[config.mk]
export PLATFORM = sky130hd
export DESIGN_NAME = uart_tx_fifo
export DESIGN_NICKNAME = d
export VERILOG_FILES = /design/src/rtl/uart_tx_fifo.sv
export SDC_FILE = /design/constraint.sdc
export NUM_CORES = 1
export LEC_CHECK = 0
export ABC_AREA = 0
export BUFFER_PORTS_ARGS = -buffer_cell sky130_fd_sc_hd__buf_2
export CORE_MARGIN = 2
export CORE_UTILIZATION = 50
export DETAILED_ROUTE_END_ITERATION = 7
export HOLD_SLACK_MARGIN = 0.06
export PLACE_DENSITY = 0.71
export SYNTH_ARGS = -nofsm -noshare
export SYNTH_HDL_FRONTEND = slang
export SYNTH_SLANG_ARGS = --single-unit
[constraint.sdc]
create_clock -name i_clk -period 4.47 [get_ports i_clk]
set_input_delay 0.2235 -clock i_clk [delete_from_list [all_inputs] [get_ports i_clk]]
set_output_delay 0.2235 -clock i_clk [all_outputs]
set_load 0.005 [all_outputs]
[src/rtl/uart_tx_fifo.sv]
// UART transmit buffer: a DEPTH-entry character FIFO feeding a dispatch FSM
// that hands one character at a time to the TX FSM controller.
package uart_package;
    localparam int DATA_WIDTH = 8;
endpackage

module uart_tx_fifo #(
    parameter int DATA_WIDTH   = uart_package::DATA_WIDTH,
    parameter int DEPTH        = 8,
    parameter int BUSY_TIMEOUT = 4
) (
    input  logic                    i_clk,
    input  logic                    i_rst,
    input  logic                    i_wr_en,
    input  logic [DATA_WIDTH-1:0]   i_wr_data,
    output logic                    o_full,
    output logic                    o_empty,
    output logic [$clog2(DEPTH):0]  o_count,
    output logic                    o_overflow,
    input  logic                    i_tx_busy,
    output logic                    o_Data_Valid,
    output logic [DATA_WIDTH-1:0]   o_P_DATA,
    output logic                    o_timeout_err
);
    localparam int AW = $clog2(DEPTH);
    localparam int TW = $clog2(BUSY_TIMEOUT + 1);

    typedef enum logic [1:0] {
        S_IDLE,
        S_ISSUE,
        S_WAIT_BUSY,
        S_WAIT_DONE
    } state_t;

    state_t                 state;
    state_t                 state_nxt;
    logic [DATA_WIDTH-1:0]  mem [DEPTH];
    logic [AW-1:0]          wr_ptr;
    logic [AW-1:0]          rd_ptr;
    logic [AW:0]            count;
    logic [TW-1:0]          timer;
    logic [TW-1:0]          timer_nxt;
    logic                   push;
    logic                   pop;
    logic                   drop;
    logic                   timeout_hit;

    // Flags come straight from the registered occupancy, never from i_wr_en.
    assign o_count = count;
    assign o_full  = (count == (AW+1)'(DEPTH));
    assign o_empty = (count == '0);

    // A pop frees a slot in the same cycle, so a write into a full FIFO is
    // still accepted when the dispatcher is loading the head entry.
    always_comb begin
        pop  = (state == S_IDLE) && !o_empty && !i_tx_busy;
        push = i_wr_en && (!o_full || pop);
        drop = i_wr_en && o_full && !pop;
    end

    always_ff @(posedge i_clk) begin
        if (push && !i_rst) begin
            mem[wr_ptr] <= i_wr_data;
        end
    end

    always_ff @(posedge i_clk) begin
        if (i_rst) begin
            state         <= S_IDLE;
            timer         <= '0;
            wr_ptr        <= '0;
            rd_ptr        <= '0;
            count         <= '0;
            o_overflow    <= 1'b0;
            o_timeout_err <= 1'b0;
            o_P_DATA      <= '0;
        end else begin
            state <= state_nxt;
            timer <= timer_nxt;
            if (push) begin
                wr_ptr <= wr_ptr + AW'(1);
            end
            if (pop) begin
                rd_ptr   <= rd_ptr + AW'(1);
                o_P_DATA <= mem[rd_ptr];
            end
            if (push && !pop) begin
                count <= count + (AW+1)'(1);
            end else if (pop && !push) begin
                count <= count - (AW+1)'(1);
            end
            if (drop) begin
                o_overflow <= 1'b1;
            end
            if (timeout_hit) begin
                o_timeout_err <= 1'b1;
            end
        end
    end

    always_comb begin
        state_nxt    = state;
        timer_nxt    = timer;
        timeout_hit  = 1'b0;
        o_Data_Valid = 1'b0;
        case (state)
            S_IDLE: begin
                if (pop) begin
                    state_nxt = S_ISSUE;
                end
            end
            S_ISSUE: begin
                o_Data_Valid = 1'b1;
                timer_nxt    = '0;
                state_nxt    = S_WAIT_BUSY;
            end
            // Give the controller BUSY_TIMEOUT cycles to acknowledge the pulse.
            S_WAIT_BUSY: begin
                if (i_tx_busy) begin
                    state_nxt = S_WAIT_DONE;
                end else if (timer == TW'(BUSY_TIMEOUT - 1)) begin
                    timeout_hit = 1'b1;
                    state_nxt   = S_IDLE;
                end else begin
                    timer_nxt = timer + TW'(1);
                end
            end
            S_WAIT_DONE: begin
                if (!i_tx_busy) begin
                    state_nxt = S_IDLE;
                end
            end
            default: begin
                state_nxt = S_IDLE;
            end
        endcase
    end
endmodule

# Word-level counts from Yosys, hierarchy flattened
# Memory sizes are Yosys's and may differ from the RTL's. A register that Yosys moved wholly into a read port is not among the register bits.
# Index checks and enable logic that the tools add are counted.
totals:
  regBits: 17
  mem_bits_rw: 64
  in_bits: 12
  word_cells: 60
  mem_count: 1
classes:
  n_addsub: 5
  n_eq_ne: 10
  muxes: 16
  n_reduce_logical: 21
memory_table:
  columns: ["name", "depth", "word_bits", "rd", "rd_clocked_by_memory_dff", "wr", "line", "rtl"]
  rows:
  - ["mem", 8, 8, 1, 1, 1, "37", "logic [DATA_WIDTH-1:0] mem [DEPTH];"]
ops:
  columns: ["cell", "n"]
  rows:
  - ["adder 3 x 1 -> 3 bit, second input constant", 3]
  - ["logical AND 1 bit", 8]
  - ["2-to-1 mux 2 bit", 4]
  - ["2-to-1 mux 4 bit", 2]
  - ["inequality test 2 bit, second input constant", 4]
  - ["case mux 2 bit (4 select lines)", 1]
  - ["logical NOT 1 bit", 6]
  - ["2-to-1 mux 1 bit", 6]
  - ["2-to-1 mux 3 bit", 2]
  - ["case mux 3 bit (2 select lines)", 1]
  - ["AND reduction 3 bit", 2]
  - ["adder 4 x 1 -> 4 bit, second input constant", 1]
  - ["== test 2 bit, second input constant", 2]
  - ["== test 4 bit, second input constant", 1]
  - ["logical NOT 4 bit", 1]
  - ["nonzero test 2 bit", 2]
  - ["subtractor 4 x 1 -> 4 bit, second input constant", 1]
  - ["== test 3 x 2 -> 1 bit, second input constant", 1]
  - ["inequality test 3 bit, second input constant", 1]
  - ["== test 2 x 1 -> 1 bit, second input constant", 1]
  - ["logical NOT 2 bit", 1]
  - ["logical OR 1 bit", 1]

# Logic depth before layout (Yosys ltp)
logic_depth:
  word_depth: 10
  depth_mapped: 10

# Worst setup path after synthesis
# No wires, ideal clock.
synth_path:
  path_kind: "reg-to-reg"
  start: "register count[0], in the netlist o_count[0]"
  end: "register count[3], in the netlist o_count[3]"
  setup_time_ps: 121
  arrival_time_ps: 2522
  required_time_ps: 4349
  setup_slack_ps: 1828
  path_stages_with_launch: 11
  period_less_slack_ps: 2642
  cell_sequence: "dfxtp_1 -> or4b_4 -> o21ai_4 -> inv_4 -> ha_1 -> inv_1 -> ha_1 -> a21oi_1 -> a211oi_1 -> a31oi_1 -> mux2_2"
synth_between:
  elab_chain_len: 9
  elab_cells_between_ends: 17
  cone_classes: "2 x add/sub; 1 x eq/ne; 2 x mux; 12 x reduce/logical"
synth_lines:
  columns: ["item", "line", "rtl"]
  rows:
  - ["from (decl)", "40", "logic [AW:0] count;"]
  - ["from (signal assigned)", "88", "count <= count + (AW+1)'(1);"]
  - ["from (signal assigned)", "90", "count <= count - (AW+1)'(1);"]
  - ["logical NOT 4 bit", "51", "assign o_empty = (count == '0);"]
  - ["logical NOT 1 bit", "56", "pop = (state == S_IDLE) && !o_empty && !i_tx_busy;"]
  - ["logical AND 1 bit (2 in a row)", "56", null]
  - ["logical OR 1 bit", "57", "push = i_wr_en && (!o_full || pop);"]
  - ["logical AND 1 bit", "57", null]
  - ["logical NOT 1 bit", "89", "end else if (pop && !push) begin"]
  - ["logical AND 1 bit", "89", null]
  - ["nonzero test 2 bit (no source line)", null, null]
# Several ways; a longest one is shown, not always the timed one. The select of a mux whose other input is x is not followed.
# A chain may end at the register's enable or synchronous reset.

# Worst setup path in the final report
# Ends and elaborated chain as after synthesis.

==> metrics <==
Power per Cell Area=546 nW/um^2; diodes inserted=0; Crit Path Class=reg -> reg; number of synthesized register bits=89; Min-Delay Path Class=in -> reg; final setup vio count=0; DRT antenna net count=0; Starting Density=52.3%; Clk network pwr share=22.8%; share of cells above drive strength 1=30.0%; Reg power frac=48.5%; height of the chip=88.7 um; Worst EP required=4720 ps; largest net degree at the start of global routing=31; Switching Share=31.9%; CTS tree=yes; vias=1964; Iter 0 DRT Violations=120; setup tns final=0 ps; Synth top area share=53.5%; FF-to-FF setup slack=1590 ps; Sink Count=89; clock period minus worst slack=2880 ps; Root Buffer=clkbuf_8; Leakage=1.38 nW; count leader, synth=edfxtp_1; die width=88.7 um; CTS hold repair buffers=0; Post-Synthesis Net Count=249; largest area contributor in the netlist=edfxtp_1; Final Hold Vio Count=0; gr ovfl total=0; Most used DFF post-synth=edfxtp_1; DIE AREA=7870 sq um; Max Cap Viol=0; Reg2Reg Launch Point=o_count[0]; Worst Setup End Kind=flop; Sw Pwr=696 uW; # IOs=29; WP data arrival=3130 ps; area delta synth->final=11.4%; unrepaired setup endpoints after global routing=no; clk_lat worst skew=350 ps; vias in the first global route=1888; core area=6870 sq um; final net count=282; post-synthesis async set-or-reset flop share=0%; Placer Congestion=0.740; Max Fclk=0.347 GHz; Slew Viols, Final=0; WL final=6490 um; Pint=1.49 mW; Startpoint Class=flop; sequential area share after synthesis=67.5%; first-pass GRT wire length=10100 um; number of synthesized flops with an enable pin=64; Gates resized, CTS repair=0; Logic pwr share=28.7%; status=finished, final reports clean; CTS Buf Count=9; Crit Reg-Reg Endpoint=o_count[3]; initial antenna violation count=0; Syn Inst Count=229; worst slew pin tran=948 ps; GRT Resource Usage Total=17.9%; most common library cells after synthesis=edfxtp_1 (64), nor2_1 (30), dfxtp_1 (25); maximum vdd ir drop=0.249 mV; # DRC=0; # port buffers=28; WL per Instance=17.9 um; H-tree depth=3; Vias/cell=5.41; crit-path max FO=6; syn_area_per_cell=15.7 sq um; buffer count from post-CTS setup fixing=0; largest cells by area after synthesis=edfxtp_1 (54%), dfxtp_1 (14%), mux4_2 (10%); Final Skew=17.5 ps; max incr delay on CP=600 ps; Overall Power=2.18 mW; cells on worst reg2reg path=10; Min-Delay Endpoint=mem[2][5]; row count=30; CTS Buffer Depth=2; Hold Crit Start=i_wr_data[5]; final period utilization=64.5%; Post-Syn Area=3590 sq um; DRT Pass-1 Iters=4; CP most frequent cell=ha_1; Worst slew margin=36.5%; HPWL after detailed placement=4140 um; Yosys warnings=0; Reg clk slew, reported paths=100 ps; critical-path cell list=or4b_4, o21ai_4, inv_4, ha_1, inv_1, ha_1, a21oi_1, a211oi_1, a31oi_1, mux2_2; Slowest-stage cell, CP=or4b_4; Yosys cell types=41; WHS Path Cells=1
-- layer usage --
layer	wire length [um]	global-route usage [%]
met2	3230	28.8
met4	69	4.96
met5	0	0
met1	2930	24.4
met3	260	4.57
-- critical path, delay by kind of cell, from the launching register on --
family,cells,cell delay [ps]
and+or+nand+nor,1,600
muxes,1,350
adders and majority gates,2,480
buffers and inverters,2,210
DFF,1,390
AOI/OAI and AO/OA,4,740
-- cells in the final DEF (no fill, tap or decap), types with 2 or more instances in the layout --
cell | Yosys | routed
a31oi_1 | 2 | 2
ha_1 | 7 | 7
nand2_1 | 10 | 10
nand3b_1 | 2 | 2
buf_2 | 1 | 28
nand3_2 | 2 | 2
clkinvlp_4 | 0 | 3
mux2_2 | 3 | 3
mux4_2 | 16 | 16
a21oi_1 | 8 | 8
buf_4 | 1 | 3
o22ai_1 | 8 | 8
nor4b_2 | 1 | 2
edfxtp_1 | 64 | 64
nor2_1 | 30 | 30
clkbuf_8 | 2 | 9
nor3_1 | 11 | 8
nor3_2 | 0 | 3
xor2_1 | 2 | 2
dfxtp_1 | 25 | 25
inv_1 | 7 | 7
xnor2_1 | 3 | 3
nand3_1 | 2 | 2
-- worst max-delay path by stage --
stage | start | endpoint | slack [ps] | cells past startpoint
after CTS | o_count[0] | o_count[3] | 1600 | 10
after global placement | o_count[0] | o_count[3] | 1680 | 10
after global routing | o_count[0] | o_count[3] | 1430 | 10
final | o_count[0] | o_count[3] | 1590 | 10
after detailed placement | o_count[0] | o_count[3] | 1620 | 10
after floorplan | o_count[0] | o_count[3] | 1830 | 10
-- per-stage QoR --
stage | area, sq um | utilization [%] | setup WS, ps | hold WS (ps) | instances
after floorplan | 3590 | - | 1830 | 322 | 229
after global placement | 3820 | 55.6 | 1680 | 446 | 347
after detailed placement | 3820 | 55.6 | 1620 | 481 | 347
after CTS | 4000 | 58.2 | 1600 | 132 | 363
after global routing | 4000 | 58.2 | 1430 | 129 | 363
final | 4000 | 58.2 | 1590 | 142 | 363
-- flip-flops by register name (all words and copies together) (netlist names) --
name           flops
o_P_DATA           8
mem               64
state              2
o_count            4
o_overflow         1
wr_ptr             3
o_timeout_err      1
rd_ptr             3
timer              3
-- kinds of logic (layout without fill, tap and decap cells) --
family / Yosys count / in the layout / synth area share, %
flip-flops: 89 / 89 / 67.5
AND/OR/NAND/NOR: 67 / 67 / 9.73
AO/OA/AOI/OAI: 22 / 22 / 3.87
multiplexers: 20 / 20 / 11.3
buffers and inverters: 17 / 55 / 3.00
adder cells (fa/ha/maj): 8 / 8 / 3.00
XOR/XNOR: 6 / 6 / 1.67
-- power groups by stage --
stage | registers (mW) | clock network, mW | logic (mW)
after global routing | 1.07 | 0.544 | 0.695
after CTS | 1.06 | 0.505 | 0.636
after detailed placement | 1.08 | 0 | 0.633
after global placement | 1.07 | 0 | 0.615
after floorplan | 1.05 | 0 | 0.496
final | 1.06 | 0.499 | 0.627
-- layout make-up --
| cell class | count | area, sq um |
|---|---|---|
| flip-flops and latches | 89 | 2420 |
| repair buffers | 31 | 163 |
| clock buffers | 10 | 128 |
| clock inverters | 6 | 51.3 |
| fillers | 553 | 2870 |
| well taps | 96 | 120 |
| multi-input cells | 123 | 1080 |
| inverters | 8 | 32.5 |
Note: power is estimated with default switching activity, not from simulation.
